`config.mk`:
```
export PLATFORM = sky130hd
export DESIGN_NAME = uart_tx_arbiter_flat
export DESIGN_NICKNAME = d
export VERILOG_FILES = /design/src/rtl/uart_tx_arbiter_if.sv /design/src/rtl/uart_tx_arbiter.sv /design/src/flat_wrapper.sv
export SDC_FILE = /design/constraint.sdc
export NUM_CORES = 1
export LEC_CHECK = 0
export ABC_AREA = 1
export CAP_MARGIN = 10
export CORE_MARGIN = 2
export CORE_UTILIZATION = 48
export DETAILED_ROUTE_END_ITERATION = 12
export GPL_ROUTABILITY_DRIVEN = 1
export PLACE_DENSITY = 0.73
export RECOVER_POWER = 50
export SYNTH_ARGS = -nofsm -noshare
export SYNTH_HDL_FRONTEND = slang
export SYNTH_HIERARCHICAL = 1
export SYNTH_SLANG_ARGS = --single-unit
```
`constraint.sdc`:
```
create_clock -name clk -period 1.9 [get_ports clk]
set_input_delay 0.285 -clock clk [delete_from_list [all_inputs] [get_ports clk]]
set_output_delay 0.285 -clock clk [all_outputs]
set_load 0.005 [all_outputs]
```
`src/rtl/uart_tx_arbiter_if.sv`:
```
// Byte-source and transmitter handshake bundle for uart_tx_arbiter.
// master = byte sources and transmitter side, slave = the arbiter.
interface uart_tx_arbiter_if #(
  parameter int unsigned DATA_W = 8
);
  logic              cpu_we;
  logic [DATA_W-1:0] cpu_data;
  logic              cpu_full;
  logic              echo_we;
  logic [DATA_W-1:0] echo_data;
  logic              echo_full;
  logic              tx_done_tick;
  logic              tx_start;
  logic [DATA_W-1:0] din;
  logic              busy;
  logic              cpu_ovf;
  logic              echo_ovf;

  modport master (
    output cpu_we, cpu_data, echo_we, echo_data, tx_done_tick,
    input  cpu_full, echo_full, tx_start, din, busy, cpu_ovf, echo_ovf
  );

  modport slave (
    input  cpu_we, cpu_data, echo_we, echo_data, tx_done_tick,
    output cpu_full, echo_full, tx_start, din, busy, cpu_ovf, echo_ovf
  );
endinterface

```
`src/rtl/uart_tx_arbiter.sv`:
```
// Shares one UART transmitter between a CPU byte FIFO and a receive-echo FIFO.
// Define UART_ECHO_EN to build the echo FIFO and round-robin arbitration; otherwise CPU only.
module uart_tx_arbiter_fifo #(
  parameter int unsigned DEPTH  = 4,
  parameter int unsigned DATA_W = 8
) (
  input  logic              clk,
  input  logic              reset,
  input  logic              we_i,
  input  logic [DATA_W-1:0] data_i,
  input  logic              pop_i,
  output logic [DATA_W-1:0] head_o,
  output logic              empty_o,
  output logic              full_o,
  output logic              ovf_o
);
  localparam int unsigned AW = (DEPTH > 1) ? $clog2(DEPTH) : 1;
  localparam logic [AW:0] FULL_CNT = (AW + 1)'(DEPTH);

  logic [DATA_W-1:0] mem_q [DEPTH];
  logic [AW-1:0]     rd_q;
  logic [AW-1:0]     wr_q;
  logic [AW:0]       cnt_q;
  logic              ovf_q;
  logic              push;

  // A full FIFO still accepts a write when it is popped on the same edge.
  assign push = we_i && ((cnt_q != FULL_CNT) || pop_i);

  always_ff @(posedge clk) begin
    if (push) mem_q[wr_q] <= data_i;
  end

  always_ff @(posedge clk) begin
    if (reset) begin
      rd_q  <= '0;
      wr_q  <= '0;
      cnt_q <= '0;
      ovf_q <= 1'b0;
    end else begin
      if (push)  wr_q <= wr_q + AW'(1);
      if (pop_i) rd_q <= rd_q + AW'(1);
      cnt_q <= cnt_q + (AW + 1)'(push) - (AW + 1)'(pop_i);
      if (we_i && !push) ovf_q <= 1'b1;
    end
  end

  assign head_o  = mem_q[rd_q];
  assign empty_o = (cnt_q == '0);
  assign full_o  = (cnt_q == FULL_CNT);
  assign ovf_o   = ovf_q;
endmodule

module uart_tx_arbiter #(
  parameter int unsigned DEPTH  = 4,
  parameter int unsigned DATA_W = 8
) (
  input  logic             clk,
  input  logic             reset,
  uart_tx_arbiter_if.slave bus
);
  typedef enum logic [1:0] {IDLE, START, WAIT} state_e;

  state_e            state_q;
  logic              tx_start_q;
  logic              busy_q;
  logic [DATA_W-1:0] din_q;

  logic              cpu_pop;
  logic              cpu_empty;
  logic              cpu_full;
  logic              cpu_ovf;
  logic [DATA_W-1:0] cpu_head;
  logic              grant;
  logic [DATA_W-1:0] grant_data;

  uart_tx_arbiter_fifo #(.DEPTH(DEPTH), .DATA_W(DATA_W)) u_cpu_fifo (
    .clk     (clk),
    .reset   (reset),
    .we_i    (bus.cpu_we),
    .data_i  (bus.cpu_data),
    .pop_i   (cpu_pop),
    .head_o  (cpu_head),
    .empty_o (cpu_empty),
    .full_o  (cpu_full),
    .ovf_o   (cpu_ovf)
  );

`ifdef UART_ECHO_EN
  typedef enum logic {GRANT_CPU, GRANT_ECHO} grant_e;

  grant_e            last_q;
  logic              echo_pop;
  logic              echo_empty;
  logic              echo_full;
  logic              echo_ovf;
  logic [DATA_W-1:0] echo_head;

  uart_tx_arbiter_fifo #(.DEPTH(DEPTH), .DATA_W(DATA_W)) u_echo_fifo (
    .clk     (clk),
    .reset   (reset),
    .we_i    (bus.echo_we),
    .data_i  (bus.echo_data),
    .pop_i   (echo_pop),
    .head_o  (echo_head),
    .empty_o (echo_empty),
    .full_o  (echo_full),
    .ovf_o   (echo_ovf)
  );

  // On a tie the source not granted last time wins.
  always_comb begin
    cpu_pop  = 1'b0;
    echo_pop = 1'b0;
    if (state_q == IDLE) begin
      if (!cpu_empty && (echo_empty || last_q == GRANT_ECHO)) cpu_pop = 1'b1;
      else if (!echo_empty)                                  echo_pop = 1'b1;
    end
  end

  assign grant      = cpu_pop || echo_pop;
  assign grant_data = echo_pop ? echo_head : cpu_head;

  always_ff @(posedge clk) begin
    if (reset)         last_q <= GRANT_ECHO;
    else if (cpu_pop)  last_q <= GRANT_CPU;
    else if (echo_pop) last_q <= GRANT_ECHO;
  end

  assign bus.echo_full = echo_full;
  assign bus.echo_ovf  = echo_ovf;
`else
  logic unused_echo;

  assign unused_echo   = ^{bus.echo_we, bus.echo_data};
  assign cpu_pop       = (state_q == IDLE) && !cpu_empty;
  assign grant         = cpu_pop;
  assign grant_data    = cpu_head;
  assign bus.echo_full = 1'b0;
  assign bus.echo_ovf  = 1'b0;
`endif

  always_ff @(posedge clk) begin
    if (reset) begin
      state_q    <= IDLE;
      tx_start_q <= 1'b0;
      busy_q     <= 1'b0;
      din_q      <= '0;
    end else begin
      tx_start_q <= 1'b0;
      unique case (state_q)
        IDLE: if (grant) begin
          state_q    <= START;
          tx_start_q <= 1'b1;
          busy_q     <= 1'b1;
          din_q      <= grant_data;
        end
        START: state_q <= WAIT;
        WAIT: if (bus.tx_done_tick) begin
          state_q <= IDLE;
          busy_q  <= 1'b0;
        end
        default: begin
          state_q <= IDLE;
          busy_q  <= 1'b0;
        end
      endcase
    end
  end

  assign bus.tx_start = tx_start_q;
  assign bus.busy     = busy_q;
  assign bus.din      = din_q;
  assign bus.cpu_full = cpu_full;
  assign bus.cpu_ovf  = cpu_ovf;
endmodule
```
`src/flat_wrapper.sv`:
```
// flat-port wrapper written by rule: the top's interface ports become plain ports
module uart_tx_arbiter_flat 
#(
  parameter int unsigned DEPTH  = 4,
  parameter int unsigned DATA_W = 8
)
  (clk, reset, bus_cpu_we, bus_cpu_data, bus_echo_we, bus_echo_data, bus_tx_done_tick, bus_cpu_full, bus_echo_full, bus_tx_start, bus_din, bus_busy, bus_cpu_ovf, bus_echo_ovf);
  uart_tx_arbiter_if #(.DATA_W(DATA_W)) bus_i ();
  input  logic clk;
  input  logic reset;
  input wire logic [$bits(bus_i.cpu_we)-1:0] bus_cpu_we;
  input wire logic [$bits(bus_i.cpu_data)-1:0] bus_cpu_data;
  input wire logic [$bits(bus_i.echo_we)-1:0] bus_echo_we;
  input wire logic [$bits(bus_i.echo_data)-1:0] bus_echo_data;
  input wire logic [$bits(bus_i.tx_done_tick)-1:0] bus_tx_done_tick;
  output wire logic [$bits(bus_i.cpu_full)-1:0] bus_cpu_full;
  output wire logic [$bits(bus_i.echo_full)-1:0] bus_echo_full;
  output wire logic [$bits(bus_i.tx_start)-1:0] bus_tx_start;
  output wire logic [$bits(bus_i.din)-1:0] bus_din;
  output wire logic [$bits(bus_i.busy)-1:0] bus_busy;
  output wire logic [$bits(bus_i.cpu_ovf)-1:0] bus_cpu_ovf;
  output wire logic [$bits(bus_i.echo_ovf)-1:0] bus_echo_ovf;
  assign bus_i.cpu_we = bus_cpu_we;
  assign bus_i.cpu_data = bus_cpu_data;
  assign bus_i.echo_we = bus_echo_we;
  assign bus_i.echo_data = bus_echo_data;
  assign bus_i.tx_done_tick = bus_tx_done_tick;
  assign bus_cpu_full = bus_i.cpu_full;
  assign bus_echo_full = bus_i.echo_full;
  assign bus_tx_start = bus_i.tx_start;
  assign bus_din = bus_i.din;
  assign bus_busy = bus_i.busy;
  assign bus_cpu_ovf = bus_i.cpu_ovf;
  assign bus_echo_ovf = bus_i.echo_ovf;
  uart_tx_arbiter #(.DEPTH(DEPTH), .DATA_W(DATA_W)) u_core (.clk(clk), .reset(reset), .bus(bus_i));
endmodule
```
== After elaboration in Yosys (flattened, before gate mapping) ==
Memories as Yosys holds them, arrays and structs flattened. A register that Yosys moved wholly into a read port is not among the register bits.
Cells that the tools add are included.
Operators by class
  add/sub/neg operators: 4
  eq/ne operators: 6
  bitwise operators: 2
  mux-type cells: 9
  reductions and logical operators: 12
Operators by type and width (number)
  $pmux 2 s3: 1
  $mux 1: 5
  $add 2x1->2 const B: 2
  $mux 2: 2
  $ne 2x2->1 const B: 2
  $reduce_and 2->1: 2
  $add 3x1->3: 1
  $eq 3x3->1 const B: 1
  $logic_and 1x1->1: 3
  $logic_not 3->1: 1
  $ne 3x3->1 const B: 1
  $pmux 1 s3: 1
  $reduce_and 3->1: 1
  $sub 3x1->3: 1
  $eq 2x1->1 const B: 1
  $eq 2x2->1 const B: 1
  $logic_not 1->1: 2
  $logic_not 2->1: 1
  $not 1->1: 2
  $reduce_or 2->1: 1
  $logic_or 1x1->1: 1
Storage, ports and cells
  output and inout port bits: 14
  register bits after elaboration: 12
  word-level logic and storage cells: 41
  input port bits: 21
  memories kept: 1
  memory bits (writable): 32
Memories
  u_core.u_cpu_fifo.mem_q: depth 4, bits a word 8, read ports 1, clocked after Yosys merged registers in 1, write ports 1, line uart_tx_arbiter.sv:20  | logic [DATA_W-1:0] mem_q [DEPTH];

== Longest topological paths before layout ==
  depth after elaboration: 7
  depth in mapped cells: 11
  depth with buffers taken out: 11

== By module ==
Netlist, hierarchy kept.
By module, submodules not included
  uart_tx_arbiter_fifo: cells each 144, instances 1, area an instance 1702.9 um^2, sequential area each 1161.1 um^2
  uart_tx_arbiter: cells each 71, instances 1, area an instance 544.3 um^2, sequential area each 240.2 um^2

== Worst setup path before layout ==
No wires, ideal clock.
  kind: reg-to-reg
  start point: reg u_core.u_cpu_fifo.cnt_q[2]
  end point: reg u_core.u_cpu_fifo.cnt_q[2]
  clock period less this slack: 1.908 ns
  stages on the path, launching flop included: 12
  path buffers: 0
  arrival time: 1.794 ns
  slack: -0.008 ns
  data required time: 1.786 ns
  library setup time: 0.114 ns
  cell sequence: dfxtp_1 nor3_1 inv_2 nand2_1 inv_1 inv_1 or2_2 nand2_1 ha_1 fa_1 xor2_1 nor2_1
Between the ends
  cells in the longest elaborated chain, start to end: 7
  elaborated cells between the ends (all ways): 8
  classes of those cells: add/sub (2); eq/ne (1); reduce/logical (5)
RTL lines
  start, declared: line uart_tx_arbiter.sv:23  | logic [AW:0] cnt_q;
  start signal, assigned: line uart_tx_arbiter.sv:43  | cnt_q <= cnt_q + (AW + 1)'(push) - (AW + 1)'(pop_i);
  $logic_not 3->1 (*): line uart_tx_arbiter.sv:49  | assign empty_o = (cnt_q == '0);
  via u_core.cpu_empty: line uart_tx_arbiter.sv:70  | logic cpu_empty;
  $logic_not 1->1 (*): line uart_tx_arbiter.sv:136  | assign cpu_pop = (state_q == IDLE) && !cpu_empty;
  $logic_and 1x1->1 (*): line uart_tx_arbiter.sv:136
  via u_core.cpu_pop: line uart_tx_arbiter.sv:69  | logic cpu_pop;
  $logic_or 1x1->1: line uart_tx_arbiter.sv:28  | assign push = we_i && ((cnt_q != FULL_CNT) || pop_i);
  $logic_and 1x1->1: line uart_tx_arbiter.sv:28
  $add 3x1->3: line uart_tx_arbiter.sv:43
  $sub 3x1->3 (*): line uart_tx_arbiter.sv:43
Mark *: on every way through the listed nets, which the timed path passes. The rest lies on a longest branch.
A chain may end at the register's enable or synchronous reset.

== Worst setup path in the final report ==
  start point: reg u_core.u_cpu_fifo.cnt_q[0]
  end point: reg u_core.u_cpu_fifo.cnt_q[1]
Same word-level chain as after synthesis.

==> metrics.md <==
| Metric | Value |
|---|---|
| N_diodes | `0` |
| Hold depth | `1` |
| Critical path endpoint category | `flip-flop` |
| Final hold vios | `0` |
| Worst setup SP type | `flip-flop` |
| Arrival @ worst endpoint | `2.04 ns` |
| ANT nets after route | `0` |
| Area grow syn2layout | `20.9%` |
| Max-slew violation count | `0` |
| # IOs | `35` |
| Final Critical Period | `1.84 ns` |
| Power per Cell Area | `1400 nW/µm²` |
| Critical Path RT | `2.10 ns` |
| GRT Total Usage | `16.2%` |
| Remaining Overflow, GRT | `0` |
| Largest net degree at the start of global routing | `18` |
| Max Clk Rate | `0.543 GHz` |
| Non-Filler Instances | `306` |
| Bufs on Longest Clock Path | `2` |
| Dpl ws | `-0.0372 ns` |
| PortBufs | `23` |
| Die Wd | `72.4 µm` |
| Leakage power | `1.12 nW` |
| Clock Pin Slew Worst Setup and Hold Paths | `0.09 ns` |
| Setup WS post-layout | `0.0575 ns` |
| CTS Root Cell | `clkbuf_8` |
| Hold wc startpoint | `u_core/u_cpu_fifo/rd_q[1]` |
| Max_cap viols | `0` |
| Total Routed Length | `3910 µm` |
| Setup violators final | `0` |
| Post-DP HPWL | `2640 µm` |
| Iter 0 DRT Violations | `158` |
| Crit. Startpoint | `u_core/u_cpu_fifo/cnt_q[0]` |
| Yosys synthesis warning count | `6` |
| Placer Congestion | `0.741` |
| Crit share post-route | `97.0%` |
| Hold Crit Class | `flip-flop to flip-flop` |
| Final net count | `280` |
| DRC viols | `0` |
| FF-to-FF Start | `u_core/u_cpu_fifo/cnt_q[0]` |
| Die footprint | `5240 µm²` |
| Num CTS Buffers | `5` |
| CTS tree | `built` |
| Seq/Total Area, Yosys | `62.4%` |
| WL/cell | `12.8 µm` |
| Total clock sinks | `54` |
| Initial Util | `50.6%` |
| Reg2Reg Depth | `12` |
| Avg Inst Size Synth | `10.5 µm²` |
| Core Region | `4440 µm²` |
| First-pass GRT wire length | `6270 µm` |
| Post-synth top area share | `42.8%` |
| Share of layout cells above drive strength 1 | `16.9%` |
| Via count | `1520` |
| Row count | `24` |
| Drt pass-1 iters | `4` |
| Final core utilization | `61.1%` |
| Via-to-Cell Ratio | `4.97` |
| Outcome | `finished, final reports clean` |
| Initial antenna violation count | `0` |
| Filler instances | `376` |
| Leading area contributor after synthesis | `edfxtp_1` |
| Commonest non-fill, non-tap cell in the layout | `nor2_1` |
| Placed insts | `293` |
| WS Path Type | `flip-flop to flip-flop` |
| Synth area leaders | `edfxtp_1 43%, dfxtp_1 20%, nor2_1 6.0%` |
| Setup Skew | `0.00641 ns` |
| Worst-skew pair later-pin latency | `0.30 ns` |
| Maximum vdd drop | `0.000772 V` |
| H-tree Lvls | `2` |
| Cell variety after synth | `27` |
| Die Height | `72.4 µm` |
| Cell count after synthesis | `215` |
| Vias in the first global route | `1379` |
| Post-Syn Area | `2250 µm²` |
| Yosys reg bits | `54` |
| Most frequent cells in the layout | `36 x nor2_1, 32 x edfxtp_1, 27 x inv_1` |
| Worst Path Max Fanout | `3` |
## sequential cells by signal, indices dropped and copies added, names as in the netlist, named ones only
register / flops
u_core/bus.busy: 1
u_core/bus.din: 8
u_core/bus.tx_start: 1
u_core/state_q: 2
u_core/u_cpu_fifo/cnt_q: 3
u_core/u_cpu_fifo/mem_q: 32
u_core/u_cpu_fifo/ovf_o: 1
u_core/u_cpu_fifo/rd_q: 2
u_core/u_cpu_fifo/wr_q: 2
## per-stage QoR
step | area [µm²] | hold WS [ns] | TNS (ns) | total power [mW]
final | 2720 | 0.441 | 0 | 3.80
after floorplan | 2260 | 0.354 | 0 | 2.61
after global routing | 2720 | 0.467 | -0.0223 | 4.11
after CTS | 2620 | 0.445 | 0 | 3.61
after detailed placement | 2540 | 0.434 | -0.0372 | 3.03
after global placement | 2540 | 0.423 | 0 | 2.97
## power by group
group	switching (mW)	internal, mW	leakage, nW
logic	0.828	0.731	0.601
clock network	0.341	0.254	0.0426
registers	0.164	1.49	0.477
total	1.33	2.47	1.12
## path summary, 6_finish.rpt
check	to	slack [ns]
min reg2reg	u_core/u_cpu_fifo/rd_q[1]	0.44
max reg2reg	u_core/u_cpu_fifo/cnt_q[1]	0.06
min	u_core/u_cpu_fifo/rd_q[1]	0.44
max	u_core/u_cpu_fifo/cnt_q[1]	0.06
## routing by layer
layer | track usage (%) | up-vias | wire length [µm]
met5 | 0 | - | 0
met4 | 6.17 | 0 | 61
met3 | 4.58 | 6 | 145
met2 | 26.9 | 25 | 2040
met1 | 20.0 | 706 | 1660
li1 | - | 783 | -
## synthesized netlist by cell type
| cell | n |
|---|---|
| dfxtp_1 | 22 |
| nor2_2 | 1 |
| a21oi_1 | 12 |
| o22ai_1 | 8 |
| fa_1 | 1 |
| clkbuf_8 | 2 |
| inv_1 | 29 |
| o21ai_0 | 15 |
| buf_8 | 1 |
| buf_4 | 2 |
| or2_2 | 1 |
| ha_1 | 5 |
| edfxtp_1 | 32 |
| nor3_1 | 1 |
| nand3_2 | 2 |
| nand2_1 | 21 |
| buf_6 | 2 |
| o21ai_2 | 3 |
| inv_2 | 2 |
| o21ai_1 | 1 |
| conb_1 | 1 |
| nand3_1 | 11 |
| nand4_1 | 1 |
| clkbuf_2 | 1 |
| xor2_1 | 1 |
| nor2_1 | 36 |
| nor2_8 | 1 |
## worst max-delay path, cell delays in order, from the launching register on
cell,delay (ns)
dfxtp_4,0.38
nor3_4,0.18
inv_2,0.06
nand2_2,0.05
inv_2,0.04
inv_2,0.07
buf_6,0.10
nand3_2,0.10
nand2_4,0.10
ha_4,0.13
fa_2,0.43
inv_1,0.06
nor2_1,0.04
## layout make-up
type	instances	area (µm²)	area share, %
clock inverter	2	8.76	0.322
inverter	31	116	4.28
timing repair buffer	38	347	12.8
tap	52	65.1	2.40
clock buffer	6	72.6	2.67
multi-input combinational	123	699	25.7
sequential	54	1410	51.8
## kinds of logic (layout without fill, tap and decap cells)
| group | count (synthesis) | count (layout) | synth area share [%] |
|---|---|---|---|
| AO/OA/AOI/OAI | 39 | 39 | 9.63 |
| XOR/XNOR | 1 | 1 | 0.390 |
| adder cells (fa/ha/maj) | 6 | 6 | 3.67 |
| buffers and inverters | 39 | 77 | 8.96 |
| flip-flops | 54 | 54 | 62.4 |
| other | 1 | 2 | 0.167 |
| AND/OR/NAND/NOR | 75 | 75 | 14.8 |
## repair_timing
action / in CTS / in global routing
setup endpoints to repair: 2 / 3
gates resized for setup: 2 / 16
buffers inserted: 0 / 5
pin swaps: 0 / 8
hold buffers: 0 / 0
hold endpoints to repair: 0 / 0
Note: power is estimated with default switching activity, not from simulation.
